**config.mk**
```make
export PLATFORM = sky130hd
export DESIGN_NAME = idi_yuv_422_to_444
export DESIGN_NICKNAME = d
export VERILOG_FILES = /design/src/rtl/ido_pkg.sv /design/src/rtl/idi_c_recon.sv /design/src/rtl/idi_yuv_422_to_444.sv
export SDC_FILE = /design/constraint.sdc
export NUM_CORES = 1
export LEC_CHECK = 0
export ABC_CLOCK_PERIOD_IN_PS = 5800
export CAP_MARGIN = 10
export CORE_ASPECT_RATIO = 1.75
export CORE_MARGIN = 3
export CORE_UTILIZATION = 45
export DETAILED_ROUTE_END_ITERATION = 8
export PLACE_DENSITY_LB_ADDON = 0.1
export SLEW_MARGIN = 20
export SYNTH_ARGS = -nofsm -noshare
export SYNTH_HDL_FRONTEND = slang
export SYNTH_SLANG_ARGS = --single-unit
export TNS_END_PERCENT = 100
```
**constraint.sdc**
```tcl
create_clock -name pclk -period 5.8 [get_ports pclk]
set_clock_uncertainty 0.15 [all_clocks]
set_input_delay 0.58 -clock pclk [delete_from_list [all_inputs] [get_ports pclk]]
set_output_delay 0.58 -clock pclk [all_outputs]
set_load 0.02 [all_outputs]
```
**src/rtl/ido_pkg.sv**
```systemverilog
// ---------------------------------------------------------------------------
// ido_pkg
// Definitions shared by the IDO 4:2:2 packer and the IDI 4:2:2 -> 4:4:4
// unpacker.
//   - ido_fmt_e      : output/input format codes
//   - C_MID          : chroma fill value used when no chroma of a type exists
//   - LANE_SWAP_*    : meaning of the Y/C byte-lane swap control bit
//   - chroma_e       : chroma component type (Cb / Cr)
//   - native_chroma(): chroma type carried natively by a pixel of given parity
// ---------------------------------------------------------------------------
package ido_pkg;

  typedef enum logic [1:0] {
    FMT_YUV422 = 2'd0,
    FMT_YUV444 = 2'd1,
    FMT_RAW    = 2'd2,
    FMT_RGB565 = 2'd3
  } ido_fmt_e;

  localparam logic [7:0] C_MID = 8'd128;

  // swap = OFF: Y in the low byte, C in the high byte; ON: the reverse.
  localparam logic LANE_SWAP_OFF = 1'b0;
  localparam logic LANE_SWAP_ON  = 1'b1;

  typedef enum logic {
    CHROMA_CB = 1'b0,
    CHROMA_CR = 1'b1
  } chroma_e;

  // Even pixels carry Cb unless the Cb/Cr order bit flips the pairing.
  function automatic chroma_e native_chroma(input logic parity, input logic cbcr_ord);
    return chroma_e'(parity ^ cbcr_ord);
  endfunction

endpackage

```
**src/rtl/idi_c_recon.sv**
```systemverilog
// ---------------------------------------------------------------------------
// idi_c_recon
// Single-channel missing-chroma reconstruction (purely combinational).
// Produces the chroma of one type for a pixel that does not carry it.
//   i_prev / i_prev_vld : same-type chroma of pixel n-1 and its validity
//   i_next / i_next_vld : same-type chroma of pixel n+1 and its validity
//   i_hist / i_hist_vld : last same-type chroma seen earlier in the line
//   i_even              : pixel n has parity 0
//   r_c_interp          : 0 = pair replicate, 1 = neighbour average
//   o_c                 : reconstructed chroma
// ---------------------------------------------------------------------------
module idi_c_recon #(
  parameter int              DW    = 8,
  parameter logic [DW-1:0]   C_MID = DW'(ido_pkg::C_MID)
) (
  input  logic [DW-1:0] i_prev,
  input  logic          i_prev_vld,
  input  logic [DW-1:0] i_next,
  input  logic          i_next_vld,
  input  logic [DW-1:0] i_hist,
  input  logic          i_hist_vld,
  input  logic          i_even,
  input  logic          r_c_interp,
  output logic [DW-1:0] o_c
);

  import ido_pkg::*;

  logic [DW:0]   sum;
  logic [DW-1:0] avg;

  // One extra bit keeps the rounded sum exact for full-scale neighbours.
  assign sum = {1'b0, i_prev} + {1'b0, i_next} + {{DW{1'b0}}, 1'b1};
  assign avg = sum[DW:1];

  always_comb begin
    o_c = C_MID;
    if (r_c_interp) begin
      if (i_prev_vld && i_next_vld) begin
        o_c = avg;
      end else if (i_prev_vld) begin
        o_c = i_prev;
      end else if (i_next_vld) begin
        o_c = i_next;
      end
    end else if (i_even) begin
      // Even pixel pairs with the following pixel; at a truncated line end
      // fall back to the most recent chroma of this type in the line.
      if (i_next_vld) begin
        o_c = i_next;
      end else if (i_hist_vld) begin
        o_c = i_hist;
      end
    end else begin
      if (i_prev_vld) begin
        o_c = i_prev;
      end else if (i_hist_vld) begin
        o_c = i_hist;
      end
    end
  end

endmodule

```
**src/rtl/idi_yuv_422_to_444.sv**
```systemverilog
// ---------------------------------------------------------------------------
// idi_yuv_422_to_444
// Rebuilds 8-bit Y/Cb/Cr 4:4:4 from a 16-bit YUV 4:2:2 stream carried on the
// IDO sync protocol. Fixed two-cycle latency for syncs and data.
//   pclk, prst_n           : pixel clock, async active-low reset
//   i_vstr/i_vend          : frame start / end
//   i_hstr/i_hend          : line start / end (on first / last dvld)
//   i_dvld, i_data         : data valid, packed {C,Y} or {Y,C} sample
//   r_yuv_swap_yc          : byte-lane select
//   r_cbcr_ord             : 0 = even pixel carries Cb, 1 = even carries Cr
//   r_c_interp             : 0 = pair replicate, 1 = neighbour average
//   o_vstr..o_dvld         : syncs delayed by two cycles
//   o_data_y/cb/cr         : 4:4:4 pixel, updated only on delayed dvld
// Pipeline: S0 = live input (pixel n+1), S1 = pixel n, S2 = chroma of n-1.
// ---------------------------------------------------------------------------
module idi_yuv_422_to_444 #(
  parameter int            DW    = 8,
  parameter logic [DW-1:0] C_MID = DW'(ido_pkg::C_MID)
) (
  input  logic            pclk,
  input  logic            prst_n,
  input  logic            i_vstr,
  input  logic            i_vend,
  input  logic            i_hstr,
  input  logic            i_hend,
  input  logic            i_dvld,
  input  logic [2*DW-1:0] i_data,
  input  logic            r_yuv_swap_yc,
  input  logic            r_cbcr_ord,
  input  logic            r_c_interp,
  output logic            o_vstr,
  output logic            o_vend,
  output logic            o_hstr,
  output logic            o_hend,
  output logic            o_dvld,
  output logic [DW-1:0]   o_data_y,
  output logic [DW-1:0]   o_data_cb,
  output logic [DW-1:0]   o_data_cr
);

  import ido_pkg::*;

  // S0 decode
  logic          s0_first;
  logic          s0_par;
  logic [DW-1:0] s0_y;
  logic [DW-1:0] s0_c;

  // registers
  logic          phase_q, phase_d;
  logic          s1_vstr_q, s1_vstr_d;
  logic          s1_vend_q, s1_vend_d;
  logic          s1_hstr_q, s1_hstr_d;
  logic          s1_hend_q, s1_hend_d;
  logic          s1_dvld_q, s1_dvld_d;
  logic [DW-1:0] s1_y_q, s1_y_d;
  logic [DW-1:0] s1_c_q, s1_c_d;
  logic          s1_par_q, s1_par_d;
  logic [DW-1:0] s2_c_q, s2_c_d;
  logic          s2_vld_q, s2_vld_d;
  logic [DW-1:0] hist_cb_q, hist_cb_d;
  logic          hist_cb_vld_q, hist_cb_vld_d;
  logic [DW-1:0] hist_cr_q, hist_cr_d;
  logic          hist_cr_vld_q, hist_cr_vld_d;
  logic          o_vstr_q, o_vstr_d;
  logic          o_vend_q, o_vend_d;
  logic          o_hstr_q, o_hstr_d;
  logic          o_hend_q, o_hend_d;
  logic          o_dvld_q, o_dvld_d;
  logic [DW-1:0] o_y_q, o_y_d;
  logic [DW-1:0] o_cb_q, o_cb_d;
  logic [DW-1:0] o_cr_q, o_cr_d;

  // S1 evaluation
  logic          s1_first;
  logic          prev_vld;
  logic          next_vld;
  logic          s1_even;
  chroma_e       s1_ctype;
  logic [DW-1:0] rec_cb;
  logic [DW-1:0] rec_cr;

  always_comb begin
    s0_first = i_hstr & i_dvld;
    s0_par   = s0_first ? 1'b0 : phase_q;
    if (r_yuv_swap_yc == LANE_SWAP_ON) begin
      s0_y = i_data[2*DW-1:DW];
      s0_c = i_data[DW-1:0];
    end else begin
      s0_y = i_data[DW-1:0];
      s0_c = i_data[2*DW-1:DW];
    end
  end

  always_comb begin
    s1_first = s1_hstr_q & s1_dvld_q;
    // s2_vld_q guards against dvld arriving before any line has started.
    prev_vld = s1_dvld_q & s2_vld_q & ~s1_first;
    next_vld = i_dvld & ~s1_hend_q;
    s1_even  = ~s1_par_q;
    s1_ctype = native_chroma(s1_par_q, r_cbcr_ord);
  end

  // Neighbours of the opposite parity carry the chroma type pixel n lacks,
  // so both channels see the same prev/next samples; only the missing one
  // is used.
  idi_c_recon #(.DW(DW), .C_MID(C_MID)) u_recon_cb (
    .i_prev     (s2_c_q),
    .i_prev_vld (prev_vld),
    .i_next     (s0_c),
    .i_next_vld (next_vld),
    .i_hist     (hist_cb_q),
    .i_hist_vld (hist_cb_vld_q & ~s1_first),
    .i_even     (s1_even),
    .r_c_interp (r_c_interp),
    .o_c        (rec_cb)
  );

  idi_c_recon #(.DW(DW), .C_MID(C_MID)) u_recon_cr (
    .i_prev     (s2_c_q),
    .i_prev_vld (prev_vld),
    .i_next     (s0_c),
    .i_next_vld (next_vld),
    .i_hist     (hist_cr_q),
    .i_hist_vld (hist_cr_vld_q & ~s1_first),
    .i_even     (s1_even),
    .r_c_interp (r_c_interp),
    .o_c        (rec_cr)
  );

  always_comb begin
    phase_d       = phase_q;
    s1_vstr_d     = i_vstr;
    s1_vend_d     = i_vend;
    s1_hstr_d     = i_hstr;
    s1_hend_d     = i_hend;
    s1_dvld_d     = i_dvld;
    s1_y_d        = s1_y_q;
    s1_c_d        = s1_c_q;
    s1_par_d      = s1_par_q;
    s2_c_d        = s2_c_q;
    s2_vld_d      = s2_vld_q;
    hist_cb_d     = hist_cb_q;
    hist_cb_vld_d = hist_cb_vld_q;
    hist_cr_d     = hist_cr_q;
    hist_cr_vld_d = hist_cr_vld_q;
    o_vstr_d      = s1_vstr_q;
    o_vend_d      = s1_vend_q;
    o_hstr_d      = s1_hstr_q;
    o_hend_d      = s1_hend_q;
    o_dvld_d      = s1_dvld_q;
    o_y_d         = o_y_q;
    o_cb_d        = o_cb_q;
    o_cr_d        = o_cr_q;

    if (i_dvld) begin
      phase_d  = ~s0_par;
      s1_y_d   = s0_y;
      s1_c_d   = s0_c;
      s1_par_d = s0_par;
    end

    if (s1_dvld_q) begin
      s2_c_d   = s1_c_q;
      s2_vld_d = 1'b1;

      // Line start wipes the history before the first pixel is recorded.
      if (s1_first) begin
        hist_cb_vld_d = 1'b0;
        hist_cr_vld_d = 1'b0;
      end
      if (s1_ctype == CHROMA_CB) begin
        hist_cb_d     = s1_c_q;
        hist_cb_vld_d = 1'b1;
      end else begin
        hist_cr_d     = s1_c_q;
        hist_cr_vld_d = 1'b1;
      end

      o_y_d = s1_y_q;
      if (s1_ctype == CHROMA_CB) begin
        o_cb_d = s1_c_q;
        o_cr_d = rec_cr;
      end else begin
        o_cb_d = rec_cb;
        o_cr_d = s1_c_q;
      end
    end
  end

  always_ff @(posedge pclk or negedge prst_n) begin
    if (!prst_n) begin
      phase_q       <= 1'b0;
      s1_vstr_q     <= 1'b0;
      s1_vend_q     <= 1'b0;
      s1_hstr_q     <= 1'b0;
      s1_hend_q     <= 1'b0;
      s1_dvld_q     <= 1'b0;
      s1_y_q        <= '0;
      s1_c_q        <= '0;
      s1_par_q      <= 1'b0;
      s2_c_q        <= '0;
      s2_vld_q      <= 1'b0;
      hist_cb_q     <= '0;
      hist_cb_vld_q <= 1'b0;
      hist_cr_q     <= '0;
      hist_cr_vld_q <= 1'b0;
      o_vstr_q      <= 1'b0;
      o_vend_q      <= 1'b0;
      o_hstr_q      <= 1'b0;
      o_hend_q      <= 1'b0;
      o_dvld_q      <= 1'b0;
      o_y_q         <= '0;
      o_cb_q        <= '0;
      o_cr_q        <= '0;
    end else begin
      phase_q       <= phase_d;
      s1_vstr_q     <= s1_vstr_d;
      s1_vend_q     <= s1_vend_d;
      s1_hstr_q     <= s1_hstr_d;
      s1_hend_q     <= s1_hend_d;
      s1_dvld_q     <= s1_dvld_d;
      s1_y_q        <= s1_y_d;
      s1_c_q        <= s1_c_d;
      s1_par_q      <= s1_par_d;
      s2_c_q        <= s2_c_d;
      s2_vld_q      <= s2_vld_d;
      hist_cb_q     <= hist_cb_d;
      hist_cb_vld_q <= hist_cb_vld_d;
      hist_cr_q     <= hist_cr_d;
      hist_cr_vld_q <= hist_cr_vld_d;
      o_vstr_q      <= o_vstr_d;
      o_vend_q      <= o_vend_d;
      o_hstr_q      <= o_hstr_d;
      o_hend_q      <= o_hend_d;
      o_dvld_q      <= o_dvld_d;
      o_y_q         <= o_y_d;
      o_cb_q        <= o_cb_d;
      o_cr_q        <= o_cr_d;
    end
  end

  assign o_vstr    = o_vstr_q;
  assign o_vend    = o_vend_q;
  assign o_hstr    = o_hstr_q;
  assign o_hend    = o_hend_q;
  assign o_dvld    = o_dvld_q;
  assign o_data_y  = o_y_q;
  assign o_data_cb = o_cb_q;
  assign o_data_cr = o_cr_q;

endmodule

```
======== Yosys cells after proc, flatten, opt, wreduce, memory -nomap -nowiden ========
Cells that the tools add are included.
operators by class
  add/sub/neg operators ................... 2
  eq/ne operators ......................... 1
  mux-type cells .......................... 21
  bitwise operators ....................... 12
  reduce and logical (&&, ||, !) cells .... 6
operators with widths
  cell                                         count
  two-way mux 8 bit                            17
  adder 8 x 8 -> 9 bit                         1
  adder 9 x 1 -> 9 bit, second input constant  1
  AND reduction 2 bit                          4
  bitwise AND 1 bit                            7
  two-way mux 1 bit                            4
  inverter 1 bit                               4
  != test 2 bit, second input constant         1
  nonzero test 2 bit                           1
  logical AND 1 bit                            1
  bitwise XOR 1 bit                            1
storage, ports and cells
  register bits ........................... 79
  output and inout port bits .............. 29
  logic and storage cells ................. 65

======== Logic depth before layout (Yosys ltp) ========
Gate-level depths: netlist of run 1.
  word-level depth ........................ 8
  mapped depth ............................ 11
  depth with buffers taken out ............ 9

======== By module ========
A second synthesis of run 1 with hierarchy kept.
unflattened totals
  cells, all modules ...................... 521
  area total of the unflattened synthesis .. 4879.7 um^2
modules (own cells, without submodules)
  module                     instances  cells an instance  area an instance (um^2)
  idi_yuv_422_to_444         1          245                3145.5
  idi_c_recon at u_recon_cb  1          138                878.3
  idi_c_recon at u_recon_cr  1          138                855.8

======== Worst setup path before layout of run 1 ========
OpenSTA, ideal clock, no wires.
  path kind ............................... input port to flip-flop
  from .................................... in r_yuv_swap_yc
  to ...................................... reg o_cr_q[5], in the netlist o_data_cr[5]
  setup time .............................. 130 ps
  arrival time ............................ 2680 ps
  path slack .............................. 2840 ps
  cell stages on the path ................. 11
  buffers on the path ..................... 2
  cell sequence ........................... buf_6 -> buf_6 -> mux2i_1 -> inv_1 -> ha_1 -> o21ai_1 -> a21oi_1 -> or4_1 -> a31o_2 -> a31oi_1 -> o32ai_1
between the ends
  word-level cells in the longest chain between the ends .. 6
  elaborated cells on any way between the ends .. 10
ends and longest elaborated chain
  what                  line                       source
  from (decl)           idi_yuv_422_to_444.sv:28   input logic r_yuv_swap_yc,
  two-way mux 8 bit     idi_yuv_422_to_444.sv:86   if (r_yuv_swap_yc == LANE_SWAP_ON) begin
  named net s0_c[3]     idi_yuv_422_to_444.sv:47   logic [DW-1:0] s0_c;
  adder 8 x 8 -> 9 bit  idi_c_recon.sv:33          assign sum = {1'b0, i_prev} + {1'b0, i_next} + {{DW{1'b0}}, 1'b1};
  adder 9 x 1 -> 9 bit  idi_c_recon.sv:33
  two-way mux 8 bit     idi_c_recon.sv:39          if (i_prev_vld && i_next_vld) begin
  two-way mux 8 bit     idi_c_recon.sv:38          if (r_c_interp) begin
  two-way mux 8 bit     idi_yuv_422_to_444.sv:181  if (s1_ctype == CHROMA_CB) begin
  to (signal assigned)  idi_yuv_422_to_444.sv:239  o_cr_q <= o_cr_d;
  to (decl)             idi_yuv_422_to_444.sv:72   logic [DW-1:0] o_cr_q, o_cr_d;
The timed path passes the listed nets, and every way through them passes these cells.
A chain may end at the register's enable or synchronous reset.

======== Worst setup path after layout of run 1 ========
Ends and elaborated chain as after synthesis.

==> results of run 1 <==
==> stage by stage <==
step                      std cells  setup WS (ns)  cell area, µm²
after detailed placement        565           1.71            4740
after global placement          565           1.81            4740
after global routing            581           1.80            5020
final                           581           2.10            5020
after floorplan                 412           2.84            4150
after CTS                       581           2.09            5020
==> worst max-delay path, stage by stage <==
cell and delay [ns]:
clkdlybuf4s50_1 1.05, mux2i_1 0.45, inv_1 0.09, ha_1 0.38
o21ai_1 0.20, a21oi_1 0.10, or4_1 0.40, a31o_2 0.26
a31oi_1 0.16, o32ai_1 0.10
==> kinds of logic (layout without fill, tap and decap cells) <==
family / after synthesis / count (layout) / synth area share
AO/OA/AOI/OAI: 127 / 127 / 0.195
AND/OR/NAND/NOR: 113 / 113 / 0.128
flip-flops: 79 / 79 / 0.477
multiplexers: 49 / 49 / 0.129
buffers and inverters: 33 / 85 / 0.0386
adder cells (fa/ha/maj): 8 / 8 / 0.0259
XOR/XNOR: 3 / 3 / 0.00634
==> cell usage after synthesis (8+ instances only) <==
| cell | instances |
|---|---|
| nor2_1 | 31 |
| mux2i_1 | 14 |
| a31oi_1 | 8 |
| nor3_1 | 17 |
| dfrtp_1 | 79 |
| nand2_1 | 34 |
| o21ai_0 | 27 |
| inv_1 | 11 |
| clkbuf_1 | 12 |
| mux2_2 | 34 |
| a21oi_1 | 41 |
==> power by group through the flow <==
stage / clock (mW) / sequential, mW / combinational (mW)
after global routing: 0.568 / 0.729 / 0.499
final: 0.530 / 0.716 / 0.455
after detailed placement: 0 / 0.725 / 0.455
after global placement: 0 / 0.723 / 0.449
after floorplan: 0 / 0.747 / 0.256
after CTS: 0.544 / 0.716 / 0.457
==> worst min-delay path by stage <==
stage	cells after the start	slack, ns	endpoint	from
6_report	0	0.20	o_vstr	o_vstr_d
5_1_grt	0	0.21	o_vend	o_vend_d
4_1_cts	0	0.21	o_vend	o_vend_d
2_1_floorplan	0	0.13	hist_cb_q[0]	prst_n
3_5_place_dp	0	0.19	o_vend	o_vend_d
3_3_place_gp	0	0.19	o_vend	o_vend_d
==> layout make-up <==
class	instances	area (µm²)	area share
Multi-Input combinational cell	300	2010	0.400
Sequential cell	79	1980	0.394
Timing Repair Buffer	58	568	0.113
Clock buffer	9	225	0.0448
Tap cell	117	146	0.0291
Clock inverter	7	55.1	0.0110
Inverter	11	41.3	0.00822
==> state kept, by name, indices dropped and copies added, names as in the netlist, 8 cells and up <==
register and cells:
o_data_cr 8, o_data_y 8, s1_y_q 8, hist_cr_q 8, o_data_cb 8, s2_c_q 8
hist_cb_q 8, s1_c_q 8
==> routing by layer <==
| metal | GRT usage | wire (µm) | up-vias |
|---|---|---|---|
| met5 | 0 | 0 | - |
| met4 | 0.0973 | 238 | 0 |
| met3 | 0.0477 | 506 | 18 |
| met2 | 0.358 | 5250 | 105 |
| met1 | 0.251 | 4200 | 1638 |
| li1 | - | - | 1600 |
==> results.cfg, run 1 <==
[place]
hpwlAfterDp_um = 7320
io_buffers = 54
gp_congestion = 0.882

[synthesis]
synth_edf_count = 0
synthDistinctLibCells = 55
avgSynthCellArea_um2 = 10.1
syn-num-nets = 446
yosysTopAreaCellShare = 0.477
yosys_warnings = 0
seq_area_frac_synth = 0.477
synth_seq_cells = 79
synth_flop_cell = dfrtp_1
yosys-top-cells-area = dfrtp_1 48%, mux2_2 9.2%, a21oi_1 4.9%
synthArstFlopShare = 1.00
syn_area_um2 = 4150
netlist_instances = 412
yosysTopAreaCell = dfrtp_1

[hold_path]
worstHoldPathType = register to register

[sta]
finalHoldViolations = 0
fmax_ghz = 0.270
min_period_ns = 3.70
report.final.slew_viol_count = 0
hold_ws_ns = 0.203
slew_headroom = 0.342
setup-tns-final_ns = 0
timing.final.setup_violations = 0
rsz0062_at_grt = false
worst_slew_pin_slew_ns = 0.987
finalCritPeriodShare = 0.638

[layout]
syn2layout_area_growth_pct = 21.1
fin_util = 0.568
mostFrequentLayoutCells = 79 x dfrtp_1, 53 x clkdlybuf4s50_1, 41 x a21oi_1
antenna_cells = 0
drive_above_1_share = 0.136
nets = 493
final_common_cell = dfrtp_1
fill_cells = 801

[clock_tree]
cts.repair.resized = 0
clockRootBuffer = clkbuf_16
cts_setup_buffers = 0
clk_path_buf_depth = 2
h-tree-depth = 3
cts_tree = built
clock_sink_count = 79
cts_hold_buf = 0
cts-buffers-inserted = 9
clock_latency_ns = 0.35
path_clk_slew_ns = 0.06

[power_and_ir_drop]
p_leak_nw = 2.07
power.density_nw_per_um2 = 339
seqPwrFrac = 0.421
intPower_mw = 1.15
net-switching-power_mw = 0.548
power_frac_comb = 0.267
switching_share = 0.322
total_power_mw = 1.70
max-vdd-ir-drop_mv = 0.201
p_clk_frac = 0.312

[worst_setup_path]
r2r_slack_ns = 2.79
endpoint = o_data_cr[5]
r2r_cells = 7
r2r_start = o_dvld_d
critPathLaunchType = input port
crit_required_ns = 5.88
crit_type = input port to register
end_kind = register
startpoint = r_yuv_swap_yc
r2r_end = o_data_cr[4]
cp.arrival_ns = 3.78
path_max_fanout = 16

[global_routing]
grt_pass1_wl_um = 17000
globalRouteOverflowTotal = 0
grt_max_degree = 80
antenna_found_initial = 0
grt_pass1_vias = 3436
grt_usage = 0.211

[floorplan]
pin_count = 55
initial_utilization = 0.469
dieWidth_um = 78.6
chipHeight_um = 133
rows = 45
core-area_um2 = 8840
dieArea_um2 = 10400

[drt]
wire_per_inst_um = 17.5
viasPerCell = 5.78
drt_iter0_markers = 189
wl_um = 10200
ant_nets = 0
dr.pass1.iters = 5
drt_drc_violations_left = 0
via_count = 3361

[outcome]
status = finished clean

[job]
drv_cap = 0
Note: power is estimated with default switching activity, not from simulation.
==> inputs of run 2 (changes only) <==
ABC_CLOCK_PERIOD_IN_PS = 3050   (was 5800)
clock period = 3.05 ns   (was 5.8 ns; I/O delays follow)
==> results.cfg, run 2 (same netlist as run 1, synthesis figures left out) <==
[clock_tree]
clock_latency_ns = 0.34
cts_hold_buf = 0
h-tree-depth = 3
cts_setup_buffers = 0
cts_tree = built
path_clk_slew_ns = 0.06
clockRootBuffer = clkbuf_16
clock_sink_count = 79
clk_path_buf_depth = 2
cts-buffers-inserted = 9
cts.repair.resized = 0

[worst_setup_path]
crit_required_ns = 3.10
critPathLaunchType = input port
cp.arrival_ns = 2.90
path_max_fanout = 13
r2r_start = s2_c_q[0]
r2r_end = o_data_cb[7]
r2r_cells = 10
end_kind = register
r2r_slack_ns = 0.64
crit_type = input port to register

[global_routing]
grt_usage = 0.226
grt_use_met2 = 0.383
met1_usage = 0.271
globalRouteOverflowTotal = 0
grt_pass1_wl_um = 18300
antenna_found_initial = 0
grt_max_degree = 80
grt_pass1_vias = 3620
busiest_layer = met2
use_met3 = 0.0416

[drt]
viasPerCell = 5.81
ant_nets = 0
wire_per_inst_um = 18.0
wl_um = 10900
via_count = 3514
dr.pass1.iters = 5
drt_drc_violations_left = 0
drt_iter0_markers = 238

[place]
io_buffers = 54
hpwlAfterDp_um = 7790
post-place-cells = 589
gp_congestion = 0.913
pre_cts_slack_ns = -0.0772

[power_and_ir_drop]
p_leak_nw = 2.23
max-vdd-ir-drop_mv = 0.314
power.density_nw_per_um2 = 667

[sta]
rsz0062_at_grt = false
slew_headroom = 0.336
timing.final.setup_violations = 0
report.final.slew_viol_count = 0
hold_ws_ns = -0.0263
finalHoldViolations = 31
min_period_ns = 2.85
finalCritPeriodShare = 0.935
fmax_ghz = 0.351
worst_slew_pin_slew_ns = 0.997
final.setup.worst_slack_ns = 0.200

[outcome]
status = finished with violations
violations = hold timing

[floorplan]
dieWidth_um = 78.6
dieArea_um2 = 10400
rows = 45
core-area_um2 = 8840
chipHeight_um = 133
pin_count = 55
initial_utilization = 0.469

[layout]
antenna_cells = 0
final_common_cell = dfrtp_1
mostFrequentLayoutCells = 79 x dfrtp_1, 53 x clkdlybuf4s50_1, 41 x a21oi_1
drive_above_1_share = 0.178
nets = 517
layoutNonFillerInstCount = 605
syn2layout_area_growth_pct = 27.6

[job]
drv_cap = 0

[hold_path]
worstHoldPathType = input port to async pin
[run 2: worst max path at each step]
stage	start	to	slack (ns)	depth (start not counted)
floorplan	r_yuv_swap_yc	o_data_cr[5]	0.37	11
global placement	r_yuv_swap_yc	o_data_cr[4]	-0.04	11
detailed placement	r_yuv_swap_yc	o_data_cr[7]	-0.08	12
CTS	r_yuv_swap_yc	o_data_cb[7]	0.23	12
global route	r_yuv_swap_yc	o_data_cb[7]	0.02	12
finish	r_yuv_swap_yc	o_data_cb[7]	0.20	12
[run 2: stage by stage]
stage                     hold WS, ns  total power [mW]  TNS [ns]  instance area [µm²]  utilization
after global routing           0.0651              3.71         0                 5290        0.599
after floorplan                -0.141              1.91         0                 4150            -
after CTS                      0.0203              3.55         0                 5290        0.599
after detailed placement        0.192              2.31    -0.408                 4950        0.560
after global placement          0.188              2.29   -0.0850                 4950        0.560
final                         -0.0263              3.53         0                 5290        0.599
[run 2: cell type report]
class                      instances  area [µm²]
clock buffer                       9         225
clock inverter                     7         119
tap                              117         146
multi-input combinational        300        2010
fill                             784        3550
sequential                        79        1980
inverter                          11        41.3
timing repair buffer              82         773
[run 2: critical path: stages]
cell	delay [ns]
clkdlybuf4s50_1	0.50
buf_12	0.16
mux2i_1	0.30
inv_1	0.08
ha_1	0.34
nand2b_1	0.10
a21oi_1	0.10
buf_4	0.15
o21a_1	0.17
o2111a_1	0.25
o21ai_0	0.33
a31oi_1	0.13
[run 2: power by group]
part           switching [mW]  internal [mW]  total [mW]
Combinational           0.475          0.454       0.928
Clock                   0.436          0.800        1.24
Sequential              0.136           1.23        1.36
Total                    1.05           2.48        3.53
[run 2: per-layer routing]
layer / vias to the layer above / share of wire
li1: 1659 / -
met1: 1697 / 0.41
met2: 127 / 0.51
met3: 31 / 0.046
met4: 0 / 0.035
met5: - / 0
